## config.mk

```make
export PLATFORM = sky130hd
export DESIGN_NAME = keccak_stream_adapter
export DESIGN_NICKNAME = d
export VERILOG_FILES = /design/src/rtl/keccak_stream_adapter.sv
export SDC_FILE = /design/constraint.sdc
export NUM_CORES = 1
export LEC_CHECK = 0
export ABC_AREA = 1
export BUFFER_PORTS_ARGS = -buffer_cell sky130_fd_sc_hd__buf_2
export CAP_MARGIN = 25
export CORE_MARGIN = 2
export CORE_UTILIZATION = 50
export DETAILED_ROUTE_END_ITERATION = 16
export PLACE_DENSITY = 0.68
export SLEW_MARGIN = 20
export SYNTH_ARGS = -nofsm -noshare
export SYNTH_HDL_FRONTEND = slang
export SYNTH_SLANG_ARGS = --single-unit
```

## constraint.sdc

```tcl
create_clock -name clk -period 1.9 [get_ports clk]
set_input_delay 0.38 -clock clk [delete_from_list [all_inputs] [get_ports clk]]
set_output_delay 0.38 -clock clk [all_outputs]
set_load 0.05 [all_outputs]
```

## src/rtl/keccak_stream_adapter.sv

```systemverilog
// Feeds the SHAKE core: two header words, then 32-bit beats packed into zero-masked 64-bit words.
// Header latency 1 cycle; beats stall while a packed word waits on core_ready. Option: KECCAK_ADAPTER_LEN_CHECK_EN.
module keccak_stream_adapter #(
  parameter int IN_W = 32,
  parameter int W    = 64
) (
  input  logic            clk,
  input  logic            rst,
  input  logic            cmd_valid,
  output logic            cmd_ready,
  input  logic [1:0]      cmd_mode,
  input  logic [31:0]     cmd_out_bits,
  input  logic [31:0]     cmd_in_bytes,
  input  logic            s_valid,
  output logic            s_ready,
  input  logic [IN_W-1:0] s_data,
  input  logic            s_last,
  output logic            core_valid_n,
  input  logic            core_ready,
  output logic [W-1:0]    core_data,
  output logic            busy,
  output logic            err
);

`ifdef KECCAK_ADAPTER_LEN_CHECK_EN
  localparam bit LEN_CHK = 1'b1;
`else
  localparam bit LEN_CHK = 1'b0;
`endif

  localparam int          BSH   = $clog2(IN_W / 8);
  localparam int          WSH   = BSH + 1;
  localparam logic [31:0] REM_B = 32'(IN_W / 8 - 1);
  localparam logic [31:0] REM_W = 32'(W / 8 - 1);

  typedef enum logic [2:0] {IDLE, HDR0, HDR1, DATA, DONE} state_t;

  state_t          state;
  logic [31:0]     in_bytes;
  logic [31:0]     words_left;
  logic [31:0]     beats_left;
  logic [IN_W-1:0] lo_dat;
  logic            lo_vld;
  logic            zfill;
  logic            disc;

  logic            in_data, slot_free, xfer, last_beat;
  logic            take_real, take_zero, take, disc_end, words_done;
  logic [31:0]     rem;
  logic [IN_W-1:0] beat_mask, beat;

  assign in_data   = (state == DATA);
  assign slot_free = core_valid_n || core_ready;
  assign xfer      = !core_valid_n && core_ready;
  assign last_beat = (beats_left == 32'd1);
  assign cmd_ready = (state == IDLE);
  assign s_ready   = in_data && (disc || (beats_left != 32'd0 && slot_free && !zfill));
  assign take_real = s_valid && s_ready && (beats_left != 32'd0);
  assign take_zero = in_data && zfill && slot_free && (beats_left != 32'd0);
  assign take      = take_real || take_zero;
  assign disc_end  = disc && s_valid && s_last;
  assign rem       = in_bytes & REM_B;
  // the final word may only finish once any trailing-beat discard has seen s_last
  assign words_done = (xfer && words_left == 32'd1 && (!disc || disc_end)) ||
                      (words_left == 32'd0 && disc_end);

  always_comb begin
    beat_mask = '1;
    if (last_beat && rem != 32'd0) begin
      for (int i = 0; i < IN_W / 8; i++) begin
        if (32'(i) >= rem) beat_mask[i*8 +: 8] = 8'h00;
      end
    end
    beat = take_zero ? '0 : (s_data & beat_mask);
  end

  always_ff @(posedge clk or negedge rst) begin
    if (!rst) begin
      state        <= IDLE;
      in_bytes     <= '0;
      words_left   <= '0;
      beats_left   <= '0;
      lo_dat       <= '0;
      lo_vld       <= 1'b0;
      zfill        <= 1'b0;
      disc         <= 1'b0;
      busy         <= 1'b0;
      err          <= 1'b0;
      core_valid_n <= 1'b1;
      core_data    <= '0;
    end else begin
      case (state)
        IDLE: if (cmd_valid) begin
          in_bytes     <= cmd_in_bytes;
          words_left   <= (cmd_in_bytes >> WSH) + {31'b0, |(cmd_in_bytes & REM_W)};
          beats_left   <= (cmd_in_bytes >> BSH) + {31'b0, |(cmd_in_bytes & REM_B)};
          lo_vld       <= 1'b0;
          zfill        <= 1'b0;
          disc         <= 1'b0;
          err          <= 1'b0;
          busy         <= 1'b1;
          core_data    <= W'({cmd_mode, 30'b0, cmd_out_bits});
          core_valid_n <= 1'b0;
          state        <= HDR0;
        end
        HDR0: if (core_ready) begin
          core_data <= W'({29'b0, in_bytes, 3'b0});
          state     <= HDR1;
        end
        HDR1: if (core_ready) begin
          core_valid_n <= 1'b1;
          state        <= (words_left == 32'd0) ? DONE : DATA;
        end
        DATA: begin
          if (xfer) begin
            core_valid_n <= 1'b1;
            words_left   <= words_left - 32'd1;
          end
          if (take) begin
            beats_left <= beats_left - 32'd1;
            if (lo_vld || last_beat) begin
              core_data    <= lo_vld ? {beat, lo_dat} : {{(W-IN_W){1'b0}}, beat};
              core_valid_n <= 1'b0;
              lo_vld       <= 1'b0;
            end else begin
              lo_dat <= beat;
              lo_vld <= 1'b1;
            end
            if (last_beat) zfill <= 1'b0;
          end
          // early s_last pads the rest with zeros; missing s_last drains extra beats
          if (LEN_CHK && take_real && s_last && !last_beat) begin
            zfill <= 1'b1;
            err   <= 1'b1;
          end
          if (LEN_CHK && take_real && !s_last && last_beat) begin
            disc <= 1'b1;
            err  <= 1'b1;
          end
          if (disc_end) disc <= 1'b0;
          if (words_done) state <= DONE;
        end
        DONE: begin
          busy  <= 1'b0;
          state <= IDLE;
        end
        default: state <= IDLE;
      endcase
    end
  end

endmodule

```

## Yosys cells after proc, flatten, opt, wreduce, memory -nomap -nowiden

Cells that the tools add are included.

| word-level totals | value |
|---|---|
| flip-flop bits (word level) | 200 |
| input bits | 104 |
| output and inout bits | 69 |
| word-level logic and storage cells | 120 |

| operators by class | value |
|---|---|
| add/subtract/negate cells | 4 |
| magnitude comparators | 4 |
| equality and inequality tests | 15 |
| muxes and demuxes | 40 |
| bitwise gates (word level) | 2 |
| reduce and logical (&&, ||, !) cells | 44 |

Operators with widths:

| cell | count |
|---|---|
| 64-bit 2-to-1 mux | 5 |
| 32-bit 2-to-1 mux | 6 |
| 64-bit one-hot mux with 3 select lines | 1 |
| 32-bit one-hot mux with 2 select lines | 2 |
| 32-bit by 1-bit == test with 1-bit output (second input constant) | 2 |
| 32-bit nonzero test | 2 |
| 32-bit by 1-bit subtractor with 32-bit output (second input constant) | 2 |
| 32-bit AND | 1 |
| 32-bit logical NOT | 1 |
| 8-bit 2-to-1 mux | 4 |
| 30-bit by 1-bit adder with 31-bit output | 1 |
| 29-bit by 1-bit adder with 30-bit output | 1 |
| 1-bit logical AND | 15 |
| 3-bit 2-to-1 mux | 5 |
| 3-bit AND reduction | 5 |
| 2-bit by 1-bit inequality test with 1-bit output (second input constant) | 6 |
| 3-bit one-hot mux with 4 select lines | 1 |
| 1-bit 2-to-1 mux | 11 |
| 1-bit one-hot mux with 2 select lines | 4 |
| 4-bit AND reduction | 2 |
| 3-bit by 2-bit == test with 1-bit output (second input constant) | 2 |
| 1-bit logical OR | 6 |
| 2-bit inequality test (second input constant) | 3 |
| 3-bit nonzero test | 2 |
| 13 further kinds | 19 |

## Depth between registers and ports, before layout

| depth | value |
|---|---|
| depth in word-level cells | 10 |
| gate-level depth with buffers | 16 |
| mapped depth without buffers | 16 |

## Least setup slack after synthesis

No wires, ideal clock.

| timing path | value |
|---|---|
| path type | input port to flip-flop |
| start | input port cmd_in_bytes[2] |
| end | register words_left[24] |
| setup time | 0.117 ns |
| arrival | 1.921 ns |
| required time | 1.783 ns |
| setup slack | -0.138 ns |
| cell stages on the path | 16 |
| buffers on the path | 0 |
| cell sequence | inv_1 > ha_1 > inv_1 > ha_1 > ha_1 > nand2_1 > inv_1 > nand2_1 > nor2_1 > nand2_1 > nor2_1 > nand2_1 > nand3_1 > nand2_1 > nand2_1 > nand2_1 |

| between the ends | value |
|---|---|
| cells in the longest elaborated chain, start to end | 4 |

Ends and longest elaborated chain:

| item | RTL line | text |
|---|---|---|
| from (decl) | 13 | `input logic [31:0] cmd_in_bytes,` |
| 3-bit OR reduction | 95 | `words_left <= (cmd_in_bytes >> WSH) + {31'b0, \|(cmd_in_bytes & REM_W)};` |
| 29-bit by 1-bit adder with 30-bit output | 95 |  |
| 32-bit 2-to-1 mux | 93 | `IDLE: if (cmd_valid) begin` |
| 32-bit one-hot mux with 2 select lines | 92 | `case (state)` |
| to (signal assigned) | 95 |  |
| to (signal assigned) | 117 | `words_left <= words_left - 32'd1;` |
| to (decl) | 40 | `logic [31:0] words_left;` |

No other way between the ends. The select of a mux whose other input is x is not followed.
A chain may end at the register's enable or synchronous reset.

## Worst setup path after layout

| timing path | value |
|---|---|
| start | register beats_left[29] |
| end | output port s_ready |

| between the ends | value |
|---|---|
| cells in the longest elaborated chain, start to end | 5 |

Ends and longest elaborated chain:

| item | RTL line | text |
|---|---|---|
| from (decl) | 41 | `logic [31:0] beats_left;` |
| from (signal assigned) | 96 | `beats_left <= (cmd_in_bytes >> BSH) + {31'b0, \|(cmd_in_bytes & REM_B)};` |
| from (signal assigned) | 120 | `beats_left <= beats_left - 32'd1;` |
| 32-bit nonzero test | 57 | `assign s_ready = in_data && (disc \|\| (beats_left != 32'd0 && slot_free && !zfill));` |
| 1-bit logical AND (2 in a row) | 57 |  |
| 1-bit logical OR | 57 |  |
| 1-bit logical AND | 57 |  |
| to (decl) | 15 | `output logic s_ready,` |

No other way between the ends.

==> flow_summary.yaml <==
grt:
  grt_pass1_vias: 13200
  grt_max_degree: 69
  grt_pass1_wl_um: 70400
  grt.total_usage_pct: 34.0
  antenna_found_initial: 1
  grt_remaining_overflow: 0
worst_setup_path:
  r2r_cells: 13
  regToRegSetupSlack_ns: -0.30
  crit_arrival_ns: 1.83
  startpoint_type: "flop"
  required_ns: 1.52
  timing.rr.end: "core_data[33]"
  endpoint_kind: "output port"
  r2r_start: "beats_left[29]"
  path_class: "flop to output port"
  path_max_fanout: 2
timing:
  finalHoldViolations: 0
  clock_skew_ns: 0.0217
  worst_pin_slew_ns: 0.529
  setup_ws_ns: -0.309
  fmax_mhz: 453
  period_minus_slack_ns: 2.21
  rsz0062_at_grt: "yes"
  fin_crit_sh_pct: 116
  max-slew-margin-rel_pct: 64.7
  setup_viol: 129
  drv_slew: 0
detailed_routing:
  ant_nets: 0
  drtIter0Drc: 1417
  drt_wl_total_um: 44800
  drt-pass1-iter-count: 7
  drc: 0
  avgRoutedWirePerCell_um: 17.8
  vias_per_cell: 5.57
  num_vias: 14000
logic_synthesis:
  synth.largest_area_cell: "dfrtp_1"
  synth_nets: 1930
  yosysSeqAreaShare_pct: 39.6
  synth_cells: 1816
  ys_types: 42
  synth_warnings: 0
  avgSynthCellArea_um2: 6.89
  synth_area_leaders: "dfrtp_1, nand2_1, nand3_1"
  netlist_area_um2: 12500
  synth-edff-count: 0
  ys_ff_latch: 198
  synth_ff_type: "dfrtp_1"
  synth_top_area_share_pct: 39.4
  async_flop_share_pct: 100
placement:
  dpl-instance-area_um2: 15300
  place_congestion: 0.986
  hpwl_um: 32400
  port_buffers: 170
  place_ws_ns: -0.362
floorplan:
  placementRows: 57
  fp.dieH_um: 162
  start_util_pct: 51.1
  coreArea_um2: 24500
  ioPinCount: 173
  dieArea_um2: 26300
  die_x_um: 162
cells_and_area:
  nNetsFinal: 2294
  final_layout_size_suffix_gt1_share_pct: 29.8
  area_delta_synth_final_pct: 36.5
  fin_area_um2: 17100
  final_core_util_pct: 69.8
min_path:
  min_to: "lo_dat[23]"
  min_from: "s_data[23]"
  min_path_cells: 3
  hold_class: "input port to flop"
cts:
  worst_skew_pair.late_latency_ns: 0.45
  cts_tree: "yes"
  path_clk_slew_ns: 0.09
  htreeDepth: 4
  cts.sinks: 198
  cts-root-buf: "clkbuf_16"
  clockBufferDepth: 2
  numCtsBuffers: 17
pwr:
  p_leak_nw: 8.65
  irDropWorstVdd_uv: 1230
  power_density_nw_per_um2: 1860
  totalPowerFinal_mw: 31.7
job:
  maxCapViolations: 0
status:
  violations: "setup timing"
  outcome: "complete, but fails checks"
[kinds of logic after synthesis]
family	Yosys count	share of synthesized area, %
simple gates	996	33.5
compound gates	322	14.4
buf+inv	251	8.81
flops	198	39.6
xor+xnor	38	2.66
fa+ha+maj	10	1.00
other cells	1	0.0300
[metrics by stage]
| stage | hold slack [ns] | TNS (ns) | cells |
|---|---|---|---|
| floorplan | 0.0844 | -0.0257 | 1816 |
| global placement | 0.286 | -21.50 | 2450 |
| detailed placement | 0.285 | -22.72 | 2450 |
| CTS | 0.182 | -19.64 | 2508 |
| global route | 0.192 | -34.18 | 2517 |
| finish | 0.204 | -23.03 | 2518 |
[registers in the layout, indices dropped and copies added, names as in the netlist]
signal	cells
core_data	64
beats_left	32
in_bytes	32
lo_dat	32
words_left	32
state	3
busy	1
core_valid_n	1
lo_vld	1
[critical path: stages, from the launching register on]
cell,delay (ns)
dfrtp_1,0.43
nor2_4,0.13
nand2_1,0.12
inv_1,0.07
nand2_1,0.05
nor2_1,0.13
nand2_2,0.14
and2_4,0.18
buf_8,0.14
[routing by layer]
layer / part of all wire (%) / track usage (%)
met5: 0 / 0
met4: 3.1 / 11.7
met3: 8.1 / 4.72
met2: 46 / 54.2
met1: 43 / 47.9
[layout by cell type (no fill, tap or decap), types with 5 or more instances in the layout]
master,count
o21ai_0,118
nand4_1,38
nand2_1,518
ha_1,6
nand3_1,148
nand2_2,38
nor2_2,27
o21ai_1,65
buf_16,8
buf_6,11
nor3_1,24
inv_1,157
xor2_1,33
buf_12,25
buf_8,5
clkinv_8,6
nor2_1,134
dfrtp_1,193
buf_2,168
a31oi_1,5
o211ai_1,5
a22oi_1,5
clkbuf_16,20
xnor2_1,5
nor2_4,13
nand2_4,21
or2_2,19
o21ai_2,42
a221oi_1,5
inv_2,13
a21oi_1,67
buf_4,200
[synthesized netlist by cell type, types with 7 or more instances]
master	number
o21ai_0	130
buf_1	7
nor3_1	26
ha_1	10
nor2_1	169
o21ai_2	27
inv_2	7
inv_1	164
nand2_1	571
nand4_1	38
buf_6	16
buf_2	20
clkbuf_1	33
nand3_1	149
o21ai_1	68
a21oi_1	68
xor2_1	33
dfrtp_1	197
or2_2	19
[how the worst max path moves through the flow]
stage,start,slack (ns),to
after floorplan,cmd_in_bytes[2],-0.03,words_left[24]
after global placement,cmd_in_bytes[1],-0.33,beats_left[12]
after detailed placement,cmd_in_bytes[2],-0.36,words_left[14]
after CTS,beats_left[0],-0.28,s_ready
after global routing,beats_left[0],-0.38,lo_dat[12]
final,beats_left[29],-0.31,s_ready
[power breakdown]
| group | leakage [nW] | internal, mW | switching, mW |
|---|---|---|---|
| Clock | 0.293 | 1.80 | 1.97 |
| Combinational | 5.85 | 8.38 | 12.0 |
| Sequential | 2.50 | 6.13 | 1.47 |
| Total | 8.65 | 16.3 | 15.4 |
[repair_timing]
action                                  CTS  global route
hold buffers                              1             0
resized for setup                        81           131
pin swaps                                 6            11
buffers inserted                         13             8
endpoints found under the setup margin  131           150
endpoints found under the hold margin    23             0
gates cloned                             12             3
[layout make-up]
type | instances | area (µm²)
Fill cell | 2062 | 7390
Multi-Input combinational cell | 1367 | 6990
Sequential cell | 198 | 4960
Timing Repair Buffer | 425 | 3460
Inverter | 171 | 644
Clock buffer | 18 | 429
Tap cell | 324 | 405
Clock inverter | 14 | 180
Antenna cell | 1 | 2.50
(Power assumes the default switching activity.)
